===== config.mk =====
export PLATFORM = sky130hd
export DESIGN_NAME = toy_bus_arb_node_lsu_req_rr_flat
export DESIGN_NICKNAME = d
export VERILOG_FILES = /design/src/rtl/toy_bus_pkg.sv /design/src/rtl/toy_bus_arb_node_lsu_req_rr_if.sv /design/src/rtl/toy_bus_rr_pick.sv /design/src/rtl/toy_bus_arb_node_lsu_req_rr.sv /design/src/flat_wrapper.sv
export SDC_FILE = /design/constraint.sdc
export NUM_CORES = 1
export LEC_CHECK = 0
export CAP_MARGIN = 20
export CORE_AREA = 8 8 560 562
export DETAILED_ROUTE_END_ITERATION = 8
export DIE_AREA = 0 0 568 570
export PLACE_DENSITY = 0.35
export REMOVE_ABC_BUFFERS = 1
export SLEW_MARGIN = 20
export SYNTH_ARGS = -nofsm -noshare
export SYNTH_HDL_FRONTEND = slang
export SYNTH_SLANG_ARGS = --single-unit

===== constraint.sdc =====
create_clock -name clk -period 15.8 [get_ports clk]
set_input_delay 3.16 -clock clk [delete_from_list [all_inputs] [get_ports clk]]
set_output_delay 3.16 -clock clk [all_outputs]
set_load 0.005 [all_outputs]

===== src/rtl/toy_bus_pkg.sv =====
// Shared ToyBusReq widths, request payload struct and port-index helpers
// for the LSU request arbitration node.
package toy_bus_pkg;

  localparam int unsigned N_IN   = 3;
  localparam int unsigned ADDR_W = 32;
  localparam int unsigned STRB_W = 32;
  localparam int unsigned DATA_W = 256;
  localparam int unsigned ID_W   = 4;
  localparam int unsigned SB_W   = 32;
  localparam int unsigned PORT_W = 2;

  typedef logic [PORT_W-1:0] port_idx_t;

  typedef struct packed {
    logic [ADDR_W-1:0] addr;
    logic [STRB_W-1:0] strb;
    logic [DATA_W-1:0] data;
    logic              opcode;
    logic [ID_W-1:0]   src_id;
    logic [ID_W-1:0]   tgt_id;
    logic [SB_W-1:0]   sideband;
  } req_t;

  localparam int unsigned REQ_W = $bits(req_t);

  // Next port in rotation; the last port and the unreachable index 3 both wrap to 0.
  function automatic port_idx_t port_inc(port_idx_t p);
    return (p >= port_idx_t'(N_IN - 1)) ? '0 : p + port_idx_t'(1);
  endfunction

endpackage


===== src/rtl/toy_bus_arb_node_lsu_req_rr_if.sv =====
// ToyBusReq valid/ready channel; master drives the request, slave returns ready.
interface toy_bus_arb_node_lsu_req_rr_if import toy_bus_pkg::*; ();

  logic              vld;
  logic              rdy;
  logic [ADDR_W-1:0] addr;
  logic [STRB_W-1:0] strb;
  logic [DATA_W-1:0] data;
  logic              opcode;
  logic [ID_W-1:0]   src_id;
  logic [ID_W-1:0]   tgt_id;
  logic [SB_W-1:0]   sideband;

  modport master (
    output vld, addr, strb, data, opcode, src_id, tgt_id, sideband,
    input  rdy
  );

  modport slave (
    input  vld, addr, strb, data, opcode, src_id, tgt_id, sideband,
    output rdy
  );

endinterface


===== src/rtl/toy_bus_rr_pick.sv =====
// Combinational round-robin picker: first valid requester searching from ptr upward (mod N_IN).
module toy_bus_rr_pick import toy_bus_pkg::*; (
  input  logic [N_IN-1:0] vld,
  input  port_idx_t       ptr,
  output logic [N_IN-1:0] grant,
  output logic            any,
  output port_idx_t       idx
);

  port_idx_t   start;
  port_idx_t   cand;
  int unsigned c;

  always_comb begin
    grant = '0;
    any   = 1'b0;
    idx   = '0;
    cand  = '0;
    c     = 0;
    start = (ptr >= port_idx_t'(N_IN)) ? '0 : ptr;
    for (int unsigned k = 0; k < N_IN; k++) begin
      c = 32'(start) + k;
      if (c >= N_IN) c = c - N_IN;
      cand = port_idx_t'(c);
      if (!any && vld[cand]) begin
        grant[cand] = 1'b1;
        any         = 1'b1;
        idx         = cand;
      end
    end
  end

endmodule


===== src/rtl/toy_bus_arb_node_lsu_req_rr.sv =====
// Three-to-one round-robin arbiter for ToyBusReq with a registered, full-throughput
// output stage and a winning-port tag for response routing.
module toy_bus_arb_node_lsu_req_rr import toy_bus_pkg::*; (
  input  logic                                clk,
  input  logic                                rst,
  toy_bus_arb_node_lsu_req_rr_if.slave        in0,
  toy_bus_arb_node_lsu_req_rr_if.slave        in1,
  toy_bus_arb_node_lsu_req_rr_if.slave        in2,
  toy_bus_arb_node_lsu_req_rr_if.master       out0,
  output port_idx_t                           out0_port
);

  logic [N_IN-1:0]  vld_vec;
  logic [N_IN-1:0]  grant;
  logic             any;
  port_idx_t        g;
  port_idx_t        ptr;
  logic             load;
  req_t             pl [N_IN];
  logic [REQ_W-1:0] mux_bits;

  logic             ob_vld;
  req_t             ob_pl;
  port_idx_t        ob_port;

  assign vld_vec = {in2.vld, in1.vld, in0.vld};

  assign pl[0] = '{addr: in0.addr, strb: in0.strb, data: in0.data, opcode: in0.opcode,
                   src_id: in0.src_id, tgt_id: in0.tgt_id, sideband: in0.sideband};
  assign pl[1] = '{addr: in1.addr, strb: in1.strb, data: in1.data, opcode: in1.opcode,
                   src_id: in1.src_id, tgt_id: in1.tgt_id, sideband: in1.sideband};
  assign pl[2] = '{addr: in2.addr, strb: in2.strb, data: in2.data, opcode: in2.opcode,
                   src_id: in2.src_id, tgt_id: in2.tgt_id, sideband: in2.sideband};

  toy_bus_rr_pick u_pick (
    .vld   (vld_vec),
    .ptr   (ptr),
    .grant (grant),
    .any   (any),
    .idx   (g)
  );

  always_comb begin
    mux_bits = (pl[0] & {REQ_W{grant[0]}})
             | (pl[1] & {REQ_W{grant[1]}})
             | (pl[2] & {REQ_W{grant[2]}});
  end

  assign load = !ob_vld || out0.rdy;

  // rst gates ready so no upstream handshake is seen while the stage is held in reset.
  assign in0.rdy = grant[0] & load & ~rst;
  assign in1.rdy = grant[1] & load & ~rst;
  assign in2.rdy = grant[2] & load & ~rst;

  always_ff @(posedge clk or posedge rst) begin
    if (rst) begin
      ob_vld  <= 1'b0;
      ob_pl   <= '0;
      ob_port <= '0;
      ptr     <= '0;
    end else if (load) begin
      if (any) begin
        ob_vld  <= 1'b1;
        ob_pl   <= req_t'(mux_bits);
        ob_port <= g;
        ptr     <= port_inc(g);
      end else begin
        ob_vld  <= 1'b0;
      end
    end
  end

  assign out0.vld      = ob_vld;
  assign out0.addr     = ob_pl.addr;
  assign out0.strb     = ob_pl.strb;
  assign out0.data     = ob_pl.data;
  assign out0.opcode   = ob_pl.opcode;
  assign out0.src_id   = ob_pl.src_id;
  assign out0.tgt_id   = ob_pl.tgt_id;
  assign out0.sideband = ob_pl.sideband;
  assign out0_port     = ob_port;

endmodule

===== src/flat_wrapper.sv =====
// flat-port wrapper written by rule: the top's interface ports become plain ports
module toy_bus_arb_node_lsu_req_rr_flat import toy_bus_pkg::*;
  (clk, rst, out0_port, in0_vld, in0_addr, in0_strb, in0_data, in0_opcode, in0_src_id, in0_tgt_id, in0_sideband, in0_rdy, in1_vld, in1_addr, in1_strb, in1_data, in1_opcode, in1_src_id, in1_tgt_id, in1_sideband, in1_rdy, in2_vld, in2_addr, in2_strb, in2_data, in2_opcode, in2_src_id, in2_tgt_id, in2_sideband, in2_rdy, out0_vld, out0_addr, out0_strb, out0_data, out0_opcode, out0_src_id, out0_tgt_id, out0_sideband, out0_rdy);
  toy_bus_arb_node_lsu_req_rr_if in0_i ();
  toy_bus_arb_node_lsu_req_rr_if in1_i ();
  toy_bus_arb_node_lsu_req_rr_if in2_i ();
  toy_bus_arb_node_lsu_req_rr_if out0_i ();
  input  logic clk;
  input  logic rst;
  output port_idx_t out0_port;
  input wire logic [$bits(in0_i.vld)-1:0] in0_vld;
  input wire logic [$bits(in0_i.addr)-1:0] in0_addr;
  input wire logic [$bits(in0_i.strb)-1:0] in0_strb;
  input wire logic [$bits(in0_i.data)-1:0] in0_data;
  input wire logic [$bits(in0_i.opcode)-1:0] in0_opcode;
  input wire logic [$bits(in0_i.src_id)-1:0] in0_src_id;
  input wire logic [$bits(in0_i.tgt_id)-1:0] in0_tgt_id;
  input wire logic [$bits(in0_i.sideband)-1:0] in0_sideband;
  output wire logic [$bits(in0_i.rdy)-1:0] in0_rdy;
  input wire logic [$bits(in1_i.vld)-1:0] in1_vld;
  input wire logic [$bits(in1_i.addr)-1:0] in1_addr;
  input wire logic [$bits(in1_i.strb)-1:0] in1_strb;
  input wire logic [$bits(in1_i.data)-1:0] in1_data;
  input wire logic [$bits(in1_i.opcode)-1:0] in1_opcode;
  input wire logic [$bits(in1_i.src_id)-1:0] in1_src_id;
  input wire logic [$bits(in1_i.tgt_id)-1:0] in1_tgt_id;
  input wire logic [$bits(in1_i.sideband)-1:0] in1_sideband;
  output wire logic [$bits(in1_i.rdy)-1:0] in1_rdy;
  input wire logic [$bits(in2_i.vld)-1:0] in2_vld;
  input wire logic [$bits(in2_i.addr)-1:0] in2_addr;
  input wire logic [$bits(in2_i.strb)-1:0] in2_strb;
  input wire logic [$bits(in2_i.data)-1:0] in2_data;
  input wire logic [$bits(in2_i.opcode)-1:0] in2_opcode;
  input wire logic [$bits(in2_i.src_id)-1:0] in2_src_id;
  input wire logic [$bits(in2_i.tgt_id)-1:0] in2_tgt_id;
  input wire logic [$bits(in2_i.sideband)-1:0] in2_sideband;
  output wire logic [$bits(in2_i.rdy)-1:0] in2_rdy;
  output wire logic [$bits(out0_i.vld)-1:0] out0_vld;
  output wire logic [$bits(out0_i.addr)-1:0] out0_addr;
  output wire logic [$bits(out0_i.strb)-1:0] out0_strb;
  output wire logic [$bits(out0_i.data)-1:0] out0_data;
  output wire logic [$bits(out0_i.opcode)-1:0] out0_opcode;
  output wire logic [$bits(out0_i.src_id)-1:0] out0_src_id;
  output wire logic [$bits(out0_i.tgt_id)-1:0] out0_tgt_id;
  output wire logic [$bits(out0_i.sideband)-1:0] out0_sideband;
  input wire logic [$bits(out0_i.rdy)-1:0] out0_rdy;
  assign in0_i.vld = in0_vld;
  assign in0_i.addr = in0_addr;
  assign in0_i.strb = in0_strb;
  assign in0_i.data = in0_data;
  assign in0_i.opcode = in0_opcode;
  assign in0_i.src_id = in0_src_id;
  assign in0_i.tgt_id = in0_tgt_id;
  assign in0_i.sideband = in0_sideband;
  assign in0_rdy = in0_i.rdy;
  assign in1_i.vld = in1_vld;
  assign in1_i.addr = in1_addr;
  assign in1_i.strb = in1_strb;
  assign in1_i.data = in1_data;
  assign in1_i.opcode = in1_opcode;
  assign in1_i.src_id = in1_src_id;
  assign in1_i.tgt_id = in1_tgt_id;
  assign in1_i.sideband = in1_sideband;
  assign in1_rdy = in1_i.rdy;
  assign in2_i.vld = in2_vld;
  assign in2_i.addr = in2_addr;
  assign in2_i.strb = in2_strb;
  assign in2_i.data = in2_data;
  assign in2_i.opcode = in2_opcode;
  assign in2_i.src_id = in2_src_id;
  assign in2_i.tgt_id = in2_tgt_id;
  assign in2_i.sideband = in2_sideband;
  assign in2_rdy = in2_i.rdy;
  assign out0_vld = out0_i.vld;
  assign out0_addr = out0_i.addr;
  assign out0_strb = out0_i.strb;
  assign out0_data = out0_i.data;
  assign out0_opcode = out0_i.opcode;
  assign out0_src_id = out0_i.src_id;
  assign out0_tgt_id = out0_i.tgt_id;
  assign out0_sideband = out0_i.sideband;
  assign out0_i.rdy = out0_rdy;
  toy_bus_arb_node_lsu_req_rr u_core (.clk(clk), .rst(rst), .in0(in0_i), .in1(in1_i), .in2(in2_i), .out0(out0_i), .out0_port(out0_port));
endmodule

# == Yosys cells after proc, flatten, opt, wreduce, memory -nomap -nowiden ==
# Index checks and enable logic that the tools add are counted.
# op_classes
muxes,27
shifts,0
mul,0
add_sub_neg,6
n_bitwise,14
n_reduce_logical,10
magnitude_cmp,11
div,0
n_eq_ne,0
# ops
op,n
$and A361 B361 Y361,3
$or A361 B361 Y361,2
$mux W2,8
$mux W1,10
$lt A2 B3 Y1 const B,3
$mux W3,3
$and A1 B1 Y1,6
$bmux W1 S2,3
$demux W1 S2,3
$ge A2 B1 Y1 const B,3
$ge A2 B2 Y1 const B,3
$ge A3 B2 Y1 const B,2
$or A3 B3 Y3,2
$sub A2 B2 Y2 const B,3
$logic_and A1 B1 Y1,5
$add A2 B1 Y3 const B,1
$add A2 B2 Y3 const B,1
$logic_not A1 Y1,3
$add A2 B1 Y2 const B,1
$reduce_and A2 Y1,1
$logic_or A1 B1 Y1,1
$not A1 Y1,1
# word_totals
output_inout_bits,367
latch_bits,0
mem_count,0
mem_bits_ro,0
wordCells,78
ram_bits,0
reg_bits,366
in_bits,1089

# == Longest topological paths before layout ==
# logic_depth
ltp_word,16
depth_mapped,11
depth_no_buf,7

# == Hierarchy ==
# A second synthesis with hierarchy kept.
# hier_totals
cells_unflattened,1742
area_unflattened_um2,18068.6
# modules_own_cells
mod,seq_area_each_um2,instances,cells_per_inst,area_per_inst_um2
toy_bus_arb_node_lsu_req_rr,9158.8,1,1704,17803.3
toy_bus_rr_pick,0.0,1,38,265.3

# == Least setup slack after synthesis ==
# No wires, ideal clock.
# synth_timing
path_kind,input -> output
start,input port rst
end,output port in2_rdy
setup_slack_ns,0.996
arrival_ns,11.644
required_ns,12.640
path_buffers,0
path_stages,2
path_cell_list,inv_1 -> and3_1
# synth_between
elab_chain_len,2
# synth_rtl
item,line,rtl
from (decl),flat_wrapper.sv:9,input logic rst;
$not A1 Y1,toy_bus_arb_node_lsu_req_rr.sv:54,assign in2.rdy = grant[2] & load & ~rst;
$and A1 B1 Y1,toy_bus_arb_node_lsu_req_rr.sv:54,
to (decl),flat_wrapper.sv:37,output wire logic [$bits(in2_i.rdy)-1:0] in2_rdy;
# Every way passes these cells.

# == Worst setup path after layout ==
# layout_timing
start,input port in1_vld
end,output port in1_rdy
# layout_between
elab_chain_len,11
elab_cells_between_ends,19
classes_between,11 x mux; 4 x bitwise; 4 x reduce/logical
# layout_rtl
item,line,rtl
from (decl),flat_wrapper.sv:20,input wire logic [$bits(in1_i.vld)-1:0] in1_vld;
$bmux W1 S2,toy_bus_rr_pick.sv:25,if (!any && vld[cand]) begin
$mux W1 (not written as such),toy_bus_rr_pick.sv:25,
$mux W1,toy_bus_rr_pick.sv:25,
$logic_not A1 Y1,toy_bus_rr_pick.sv:25,
$logic_and A1 B1 Y1,toy_bus_rr_pick.sv:25,
$mux W1,toy_bus_rr_pick.sv:25,
$logic_not A1 Y1,toy_bus_rr_pick.sv:25,
$logic_and A1 B1 Y1,toy_bus_rr_pick.sv:25,
$mux W3 *,toy_bus_rr_pick.sv:25,
$and A1 B1 Y1 * (2 in series),toy_bus_arb_node_lsu_req_rr.sv:53,assign in1.rdy = grant[1] & load & ~rst;
to (decl),flat_wrapper.sv:28,output wire logic [$bits(in1_i.rdy)-1:0] in1_rdy;
# Every way passes the cells marked *; elsewhere a longest branch is shown, timed or not. The select of a mux whose other input is x is not followed.

==> results.md <==
* Setup violators final at 0
* PwrDens at 210 nW/um^2
* Top-area cell type share of the netlist area at 0.361
* Critical Path AT at 6200 ps
* Placer Congestion at 0.880
* Worst setup SP type: input pin
* Final nets at 5274
* # resized after CTS at 0
* Syn Std Cell Area at 25400 um^2
* Dpl hpwl at 214000 um
* Vias in the first global route at 34068
* R2R Path End: u_core.out0.data[159]$_DFFE_PP0P_
* DRT Pass-1 Iters at 5
* Worst-skew pair later-pin latency at 700 ps
* Clock buffer depth at 3
* CORE AREA at 305000 um^2
* Post-route ant nets at 0
* Die Height at 570 um
* Sequential share of the synthesized area at 0.361
* Share of post-route cells with drive strength above 1 at 0.0374
* Synth Warn # at 0
* Initial antenna violation count at 139
* H-tree Lvls at 2
* CP Capture Type: output port
* R2R cell count at 11
* Vias/cell at 4.17
* Hold Vio Cnt, Final at 0
* Placed Instances at 8118
* End of the worst hold path: u_core.out0_port[0]$_DFFE_PP0P_
* NetSw at 4.96 mW
* Setup ws final at 6440 ps
* Mean routed wirelength per cell at 33.0 um
* Initial DRC Count at 3358
* Fillers at 34369
* Worst slew margin at 0.00478
* Largest cells by area after synthesis: dfrtp_1, a32o_1, a211oi_1, a22oi_1, a31oi_1
* Hold Path Stages at 2
* Status: finished, final reports clean
* Yosys top cell by area: dfrtp_1
* Final period util at 0.593
* Die area at 324000 um^2
* CP Max Fanout at 32
* Worst R2R Start: u_core.ptr[1]$_DFFE_PP0P_
* Initial core utilization at 0.0834
* Vias at 34430
* Post-Route WL at 272000 um
* Class of the tightest hold or removal check: register to register
* Share of total power in combinational logic at 0.666
* Setup TNS at 0 ps
* Register area at 9160 um^2
* Syn Area/Cell at 8.53 um^2
* Clock Pin Slew Worst Setup and Hold Paths at 60 ps
* CTS tree: yes
* Die width at 568 um
* CTS root buf: clkbuf_16
* Max-cap check violation count at 0
* Cts hold-fix bufs at 0
* Post-CTS setup buffers at 0
* Register bit total from synthesis at 366
* Pre-CTS setup slack at 6470 ps
* GRT Residual Overflow at 0
* Post-synth top flop: dfrtp_1
* # rows at 203
* Number of synthesized flops with an enable pin at 0
* Fraction of registers with async set/reset at 1.00
* Clock sinks at 366
* FMAX at 107 MHz
* Num CTS Buffers at 58
* VDD IR max at 216 uV
* Setup CP Type: input pin to output port
* Io pins at 1456
* Largest net degree at the start of global routing at 131
* Sequential cell fraction of total power at 0.196
* Clock share of power at 0.137
* Input/output buffers at 1455
* Layout overhead on the synthesized area at 80.3%
* Unrepaired setup endpoints after global routing: false
* Overall Global Routing Usage at 0.158
* Setup slack, reg-to-reg at 9810 ps
* # DRC at 0
* Worst EP required at 12640 ps
* Switching share of power at 0.516
* Cells after Synth at 2976
* Lkg Pwr at 14.5 nW
* Cell Count, Final, Fillers Out at 8256
* Pint at 4.66 mW
* Hold path start: u_core.out0_port[0]$_DFFE_PP0P_
* Count of cell types in the netlist at 48
* Final worst path period need at 9360 ps
* Multi-input logic area at 14600 um^2
* Clock Skew at 23.3 ps
* Slew @ Worst Pin at 1490 ps
* First-pass GRT wire length at 353000 um
* Slew Viols, Final at 0
registers in the layout, indices dropped and copies added (netlist names):
name,count
u_core.out0.addr,32
u_core.ptr,2
u_core.out0.opcode,1
u_core.out0_port,2
u_core.out0.data,256
u_core.out0.strb,32
u_core.out0.src_id,4
u_core.out0.vld,1
u_core.out0.tgt_id,4
u_core.out0.sideband,32
cell usage after synthesis (all sizes together), types with 2 or more instances:
cell    number
o221ai       2
ha           4
o21ai        5
a22oi      362
and4b        2
nand3        2
a21oi        2
nor2b        3
nand2      368
buf        187
clkbuf     179
a31oi      364
or3          2
a31o         2
a221oi       2
mux2i        3
inv          8
a32o       361
nor2       367
o21a         2
mux2         2
dfrtp      366
nand2b       3
a211oi     362
a21o         2
critical path, cell delays in order:
cell             delay (ps)
clkdlybuf4s50_1         720
mux2i_1                 270
o21ai_4                 940
o21ai_0                 260
o21a_1                  170
nor3_1                  130
clkdlybuf4s50_1         560
metrics by stage:
stage | hold WS (ps) | utilization | total power [mW] | instance area (um^2)
floorplan | 473 | - | 5.61 | 23700
global placement | 478 | 0.144 | 8.38 | 43900
detailed placement | 485 | 0.144 | 8.38 | 43900
CTS | 512 | 0.150 | 9.80 | 45700
global route | 528 | 0.150 | 10.2 | 45800
finish | 507 | 0.150 | 9.63 | 45800
placed cells by master, fill, tap and decap left out, types with 3 or more instances in the layout:
cell | netlist | final
diode_2 | 0 | 34
mux2i_1 | 3 | 3
nor2_1 | 366 | 366
a32o_1 | 361 | 361
buf_4 | 27 | 48
a22oi_1 | 361 | 361
a31oi_1 | 363 | 363
a211oi_1 | 362 | 362
clkbuf_1 | 179 | 19
inv_1 | 7 | 6
clkinv_2 | 0 | 14
clkdlybuf4s50_1 | 0 | 1455
nor2b_1 | 3 | 3
clkbuf_16 | 0 | 59
dfrtp_1 | 366 | 366
ha_1 | 4 | 3
clkbuf_8 | 0 | 10
nand2b_1 | 3 | 3
nand2_1 | 368 | 368
buf_12 | 0 | 8
o21ai_0 | 4 | 4
metal layers:
layer / global-route usage / share of wire / vias up
met5: 0 / 0.0033 / -
met4: 0.0366 / 0.028 / 140
met3: 0.0813 / 0.13 / 385
met2: 0.249 / 0.44 / 2029
met1: 0.190 / 0.40 / 17407
li1: - / - / 14469
power by group through the flow:
stage / Sequential, mW / Combinational, mW / Clock, mW
floorplan: 1.78 / 3.83 / 0
global placement: 1.91 / 6.48 / 0
detailed placement: 1.91 / 6.47 / 0
CTS: 1.91 / 6.50 / 1.39
global route: 1.96 / 6.85 / 1.41
finish: 1.89 / 6.42 / 1.32
worst max-delay path by stage:
stage | cells after the start | from | slack (ps) | end
floorplan | 5 | in1_vld | -36170 | u_core.out0.addr[0]$_DFFE_PP0P_
global placement | 7 | in1_vld | 6400 | in1_rdy
detailed placement | 7 | in1_vld | 6470 | in1_rdy
CTS | 7 | in1_vld | 6460 | in1_rdy
global route | 7 | in1_vld | 6340 | in1_rdy
finish | 7 | in1_vld | 6440 | in1_rdy
layout make-up:
| cell class | instances | area share |
|---|---|---|
| Inverter | 8 | 0.000820 |
| Timing Repair Buffer | 1511 | 0.329 |
| Multi-Input combinational cell | 2236 | 0.319 |
| Sequential cell | 366 | 0.200 |
| Tap cell | 3997 | 0.109 |
| Clock buffer | 88 | 0.0368 |
| Antenna cell | 34 | 0.00186 |
| Clock inverter | 16 | 0.00238 |
cell families after synthesis:
logic type	after synthesis	synth area share
multiplexers	5	0.00207
flip-flops	366	0.361
adder cells (fa/ha/maj)	4	0.00197
AO/OA/AOI/OAI	1473	0.454
buffers and inverters	374	0.0670
AND/OR/NAND/NOR	754	0.115
Power figures use the tool's default switching activity.
